## src/rtl/sound_sequencer_if.sv

```systemverilog
// Game-FSM to sound sequencer link.
// Master requests melodies, slave drives speaker/status.
interface sound_sequencer_if;
  logic       enable_sound;
  logic [9:0] sound_freq_in;
  logic       stop;
  logic       audio_out;
  logic       busy;
  logic       done;
  logic [1:0] note_idx;

  modport master (
    output enable_sound,
    output sound_freq_in,
    output stop,
    input  audio_out,
    input  busy,
    input  done,
    input  note_idx
  );

  modport slave (
    input  enable_sound,
    input  sound_freq_in,
    input  stop,
    output audio_out,
    output busy,
    output done,
    output note_idx
  );
endinterface

```

## src/rtl/sound_sequencer.sv

```systemverilog
// Three-note win/lose melody player.
// Square wave per note, silent gaps, done pulse.
module sound_sequencer #(
  parameter int unsigned NOTE_CYCLES = 12500000,
  parameter int unsigned GAP_CYCLES  = 2500000,
  parameter int unsigned HP_L0       = 47801,
  parameter int unsigned HP_L1       = 63776,
  parameter int unsigned HP_L2       = 95602,
  parameter int unsigned HP_W0       = 47801,
  parameter int unsigned HP_W1       = 37936,
  parameter int unsigned HP_W2       = 31888
) (
  input logic              clk,
  input logic              resetN,
  sound_sequencer_if.slave bus
);

  function automatic int unsigned max2(
    int unsigned a,
    int unsigned b
  );
    return (a > b) ? a : b;
  endfunction

  localparam int unsigned HP_MAX =
    max2(max2(max2(HP_L0, HP_L1), HP_L2),
         max2(max2(HP_W0, HP_W1), HP_W2));

  localparam int NW = $clog2(NOTE_CYCLES + 1);
  localparam int GW = $clog2(GAP_CYCLES + 2);
  localparam int HW = $clog2(HP_MAX + 1);

  localparam logic [NW-1:0] NOTE_LAST =
    NW'(NOTE_CYCLES - 1);
  localparam logic [GW-1:0] GAP_LAST =
    GW'((GAP_CYCLES == 0) ? 0 : GAP_CYCLES - 1);
  localparam bit NO_GAP = (GAP_CYCLES == 0);

  typedef enum logic [1:0] {
    IDLE,
    TONE,
    GAP,
    FINISH
  } state_t;

  state_t        state;
  logic          en_d;
  logic          mel;
  logic [1:0]    note_idx;
  logic [NW-1:0] note_cnt;
  logic [GW-1:0] gap_cnt;
  logic [HW-1:0] hp_cnt;
  logic [HW-1:0] hp_last;
  logic          audio_q;
  logic          busy_q;
  logic          done_q;
  logic          start;
  logic          sel_ok;

  assign start  = bus.enable_sound & ~en_d;
  assign sel_ok = ~|bus.sound_freq_in[9:1];

  assign bus.audio_out = audio_q;
  assign bus.busy      = busy_q;
  assign bus.done      = done_q;
  assign bus.note_idx  = note_idx;

  always_comb begin
    hp_last = HW'(HP_L0 - 1);
    case ({mel, note_idx})
      3'b0_00: hp_last = HW'(HP_L0 - 1);
      3'b0_01: hp_last = HW'(HP_L1 - 1);
      3'b0_10: hp_last = HW'(HP_L2 - 1);
      3'b1_00: hp_last = HW'(HP_W0 - 1);
      3'b1_01: hp_last = HW'(HP_W1 - 1);
      3'b1_10: hp_last = HW'(HP_W2 - 1);
      default: hp_last = HW'(HP_L0 - 1);
    endcase
  end

  always_ff @(posedge clk or negedge resetN) begin
    if (!resetN) begin
      state    <= IDLE;
      en_d     <= 1'b0;
      mel      <= 1'b0;
      note_idx <= '0;
      note_cnt <= '0;
      gap_cnt  <= '0;
      hp_cnt   <= '0;
      audio_q  <= 1'b0;
      busy_q   <= 1'b0;
      done_q   <= 1'b0;
    end else begin
      en_d <= bus.enable_sound;
      if (bus.stop) begin
        state    <= IDLE;
        note_idx <= '0;
        note_cnt <= '0;
        gap_cnt  <= '0;
        hp_cnt   <= '0;
        audio_q  <= 1'b0;
        busy_q   <= 1'b0;
        done_q   <= 1'b0;
      end else begin
        unique case (state)
          IDLE: begin
            if (start && sel_ok) begin
              state    <= TONE;
              mel      <= bus.sound_freq_in[0];
              note_idx <= '0;
              note_cnt <= '0;
              hp_cnt   <= '0;
              audio_q  <= 1'b0;
              busy_q   <= 1'b1;
            end
          end
          TONE: begin
            if (note_cnt == NOTE_LAST) begin
              note_cnt <= '0;
              hp_cnt   <= '0;
              audio_q  <= 1'b0;
              if (note_idx == 2'd2) begin
                state  <= FINISH;
                done_q <= 1'b1;
              end else if (NO_GAP) begin
                // back-to-back notes, stay in TONE
                note_idx <= note_idx + 2'd1;
              end else begin
                state   <= GAP;
                gap_cnt <= '0;
              end
            end else begin
              note_cnt <= note_cnt + NW'(1);
              if (hp_cnt == hp_last) begin
                hp_cnt  <= '0;
                audio_q <= ~audio_q;
              end else begin
                hp_cnt <= hp_cnt + HW'(1);
              end
            end
          end
          GAP: begin
            if (gap_cnt == GAP_LAST) begin
              state    <= TONE;
              gap_cnt  <= '0;
              note_idx <= note_idx + 2'd1;
            end else begin
              gap_cnt <= gap_cnt + GW'(1);
            end
          end
          FINISH: begin
            state    <= IDLE;
            done_q   <= 1'b0;
            busy_q   <= 1'b0;
            note_idx <= '0;
          end
          default: state <= IDLE;
        endcase
      end
    end
  end

endmodule

```

## src/flat_wrapper.sv

```systemverilog
// flat-port wrapper written by rule: the top's interface ports become plain ports
module sound_sequencer_flat 
#(
  parameter int unsigned NOTE_CYCLES = 12500000,
  parameter int unsigned GAP_CYCLES  = 2500000,
  parameter int unsigned HP_L0       = 47801,
  parameter int unsigned HP_L1       = 63776,
  parameter int unsigned HP_L2       = 95602,
  parameter int unsigned HP_W0       = 47801,
  parameter int unsigned HP_W1       = 37936,
  parameter int unsigned HP_W2       = 31888
)
  (clk, resetN, bus_enable_sound, bus_sound_freq_in, bus_stop, bus_audio_out, bus_busy, bus_done, bus_note_idx);
  sound_sequencer_if bus_i ();
  input logic clk;
  input logic resetN;
  input wire logic [$bits(bus_i.enable_sound)-1:0] bus_enable_sound;
  input wire logic [$bits(bus_i.sound_freq_in)-1:0] bus_sound_freq_in;
  input wire logic [$bits(bus_i.stop)-1:0] bus_stop;
  output wire logic [$bits(bus_i.audio_out)-1:0] bus_audio_out;
  output wire logic [$bits(bus_i.busy)-1:0] bus_busy;
  output wire logic [$bits(bus_i.done)-1:0] bus_done;
  output wire logic [$bits(bus_i.note_idx)-1:0] bus_note_idx;
  assign bus_i.enable_sound = bus_enable_sound;
  assign bus_i.sound_freq_in = bus_sound_freq_in;
  assign bus_i.stop = bus_stop;
  assign bus_audio_out = bus_i.audio_out;
  assign bus_busy = bus_i.busy;
  assign bus_done = bus_i.done;
  assign bus_note_idx = bus_i.note_idx;
  sound_sequencer #(.NOTE_CYCLES(NOTE_CYCLES), .GAP_CYCLES(GAP_CYCLES), .HP_L0(HP_L0), .HP_L1(HP_L1), .HP_L2(HP_L2), .HP_W0(HP_W0), .HP_W1(HP_W1), .HP_W2(HP_W2)) u_core (.clk(clk), .resetN(resetN), .bus(bus_i));
endmodule
```

## config.mk

```make
export PLATFORM = sky130hd
export DESIGN_NAME = sound_sequencer_flat
export DESIGN_NICKNAME = d
export VERILOG_FILES = /design/src/rtl/sound_sequencer_if.sv /design/src/rtl/sound_sequencer.sv /design/src/flat_wrapper.sv
export SDC_FILE = /design/constraint.sdc
export NUM_CORES = 1
export LEC_CHECK = 0
export ABC_AREA = 0
export CORE_MARGIN = 4
export CORE_UTILIZATION = 61
export DETAILED_ROUTE_END_ITERATION = 8
export MAX_ROUTING_LAYER = met4
export PLACE_DENSITY = 0.81
export SLEW_MARGIN = 25
export SYNTH_ARGS = -nofsm -noshare
export SYNTH_HDL_FRONTEND = slang
export SYNTH_SLANG_ARGS = --single-unit
export TNS_END_PERCENT = 20
```

## constraint.sdc

```tcl
create_clock -name clk -period 3.2 [get_ports clk]
set_input_delay 0.64 -clock clk [delete_from_list [all_inputs] [get_ports clk]]
set_output_delay 0.64 -clock clk [all_outputs]
set_load 0.005 [all_outputs]
```

==> metrics <==
initial antenna violation count=0; endpoints failing setup=0; Flop pwr share=0.507; final layout net count=505; RSZ-0062 raised after global routing=false; row count=29; Final Slew Violations=0; Inserted Diodes=0; chip height=90.6 um; CP Class=register to register; min-delay worst type=primary input to asynchronous set/reset pin; IO Port Bufs=18; Yosys Warn Count=0; DR WL/cell=16.4 um; number of synthesized flops with an enable pin=0; number of max-cap violations=0; CTS buffer count=9; clock tree buffer depth=2; Worst Setup End Kind=register; synthesized area per cell=8.95 sq um; sum of negative setup slack=0 ps; Routed WL=9260 um; Comb pwr share=0.053; Num Clock Sinks=72; Netlist cell types=58; P per Cell Area=390 mW/mm^2; Layout area overhead=12.2%; post-synthesis mux area share=0.00752; detailed router's first-iteration violation count=310; detailed placement HPWL=6410 um; Cell Area, Synth=0.00416 sq mm; core area=0.00649 sq mm; Pint=0.00141 W; Slew HR=0.456; Initial DRT Pass Iterations=4; Worst Clk Skew=9.02 ps; adder-cell share of the synthesized area=0.0180; fill cell count=481; GRT overflow=0; CP required=3430 ps; share of cells above drive strength 1=0.0798; vias per inst=6.40; post-synthesis compound-gate area fraction=0.160; Overall Global Routing Usage=0.243; Clock power frac=0.440; clock root buffer master=clkbuf_8; drt drc=0; Async SR Flop Fraction=1.00; Reg clk slew, reported paths=80 ps; Initial Util=0.641; Die Wd=90.6 um; Slew @ Worst Pin=809 ps; GP Congestion=0.881; cell taking the most area after synthesis=dfrtp_1; first-pass GRT wire length=15900 um; P_sw=0.000414 W; Mapped Nets=485; switching portion of total power=0.228; TritonCTS clock tree=yes; Antenna Violating Nets Remaining=0; post-layout minimum cycle time=2880 ps; fin crit share=0.900; vias=3622; status=finished, final reports clean; vias in the first global route=3383; crit-path max FO=13; Leak=1.80 nW; post-synthesis simple-gate area fraction=0.277; sequential element share of the synthesized area=0.433; main combinational cell family by area after synthesis=simple AND/OR/NAND/NOR gates; Synth Register Bits=72; Power, Total=0.00182 W; pin count of the biggest net entering global routing=38; htree depth=3; WP data arrival=3110 ps; top cell type's share of synthesized area=0.433; IO Pins=19; fmax=347 MHz; clock latency on the worst-skew pair=350 ps; Worst setup SP type=register; cell count after synthesis=465; Hold Vio Cnt, Final=0; Post-CTS Hold Fix Bufs=0; Die ar.=0.00821 sq mm; peak supply drop=245 uV; top cells by area, synth=dfrtp_1, xnor2_1, nor2_1; Main synth FF type=dfrtp_1; xor and xnor area share after synthesis=0.0674
[sequential cells by signal, indices dropped and copies added (netlist names)]
register and cells:
u_core.bus.note_idx 2, u_core.gap_cnt 22, u_core.en_d 1, u_core.bus.done 1
u_core.bus.audio_out 1, u_core.state 2, u_core.bus.busy 1, u_core.hp_cnt 17
u_core.note_cnt 24, u_core.mel 1
[path summary, 6_finish.rpt]
check / startpoint / to / slack (ps) / depth (start not counted)
max: u_core.bus.note_idx[1] / u_core.hp_cnt[10] / 320 / 9
min: resetN / u_core.hp_cnt[8] / 340 / 2
max reg2reg: u_core.bus.note_idx[1] / u_core.hp_cnt[10] / 320 / 9
min reg2reg: u_core.gap_cnt[21] / u_core.gap_cnt[21] / 490 / 1
max in group asynchronous: resetN / u_core.note_cnt[12] / 2520 / 2
min in group clk: u_core.gap_cnt[21] / u_core.gap_cnt[21] / 490 / 1
[cell families after synthesis]
logic type | Yosys count
and+or+nand+nor | 214
AOI/OAI and AO/OA | 102
DFF | 72
buffers and inverters | 36
xor gates and xnor gates | 32
adders and majority gates | 6
muxes | 3
[cell usage after synthesis (all sizes together), types with 12 or more instances]
cell type  count
a21oi         12
clkbuf        14
dfrtp         72
inv           12
nand2         37
nand3         21
nor2          56
nor2b         14
nor3          17
o21ai         43
o31ai         13
xnor2         30
[cell type report]
class | instances | area, sq um | area share
Clock buffer | 10 | 138 | 0.0295
Clock inverter | 5 | 81.3 | 0.0174
Inverter | 12 | 45.0 | 0.00965
Multi-Input combinational cell | 357 | 2210 | 0.474
Sequential cell | 72 | 1800 | 0.386
Tap cell | 77 | 96.3 | 0.0206
Timing Repair Buffer | 33 | 292 | 0.0624
[worst max-delay path, cell delays in order, from the launching register on]
cell and delay (ps):
dfrtp_1 460, inv_1 70, ha_1 350, nor4b_1 340, a31oi_1 70, a2111oi_0 560, o2111ai_1 410, a21oi_2 230
buf_4 210, nor2_1 70
[cell usage in the layout, fill, tap and decap left out, types with 11 or more instances in the layout]
| cell | instances |
|---|---|
| inv_1 | 12 |
| buf_4 | 14 |
| nand2_1 | 37 |
| dfrtp_1 | 72 |
| nor2_1 | 56 |
| nor3_1 | 17 |
| xnor2_1 | 30 |
| o31ai_1 | 13 |
| nor2b_1 | 14 |
| o21ai_0 | 14 |
| a21oi_1 | 11 |
| o21ai_1 | 29 |
| nand3_1 | 21 |
| clkdlybuf4s50_1 | 17 |
[metrics by stage]
stage	util	cells	hold slack, ps	cell area (sq um)	worst slack, ps
after floorplan	-	465	344	4160	758
after global placement	0.683	550	460	4440	314
after detailed placement	0.685	551	483	4450	276
after CTS	0.718	566	348	4670	298
after global routing	0.719	566	356	4670	135
final	0.719	566	336	4670	321
[per-layer routing]
metal / up-vias / global-route usage / share of wire
li1: 1726 / - / -
met5: - / - / 0
met3: 15 / 0.0475 / 0.038
met4: 0 / 0.0995 / 0.018
met2: 97 / 0.377 / 0.49
met1: 1784 / 0.313 / 0.45
[power groups by stage]
stage	registers, W	clock network, W	logic [W]
floorplan	0.000937	0	0.0000462
global placement	0.000940	0	0.0000949
detailed placement	0.000940	0	0.0000966
CTS	0.000922	0.000816	0.0000968
global route	0.000924	0.000861	0.000107
finish	0.000923	0.000801	0.0000960
[timing repair]
item | 4_1_cts | 5_1_grt
setup buffers | 0 | 0
endpoints found under the hold margin | 0 | 0
resized for setup | 0 | 1
endpoints found under the setup margin | 0 | 7
No activity file was read; power rests on OpenSTA's default activity.
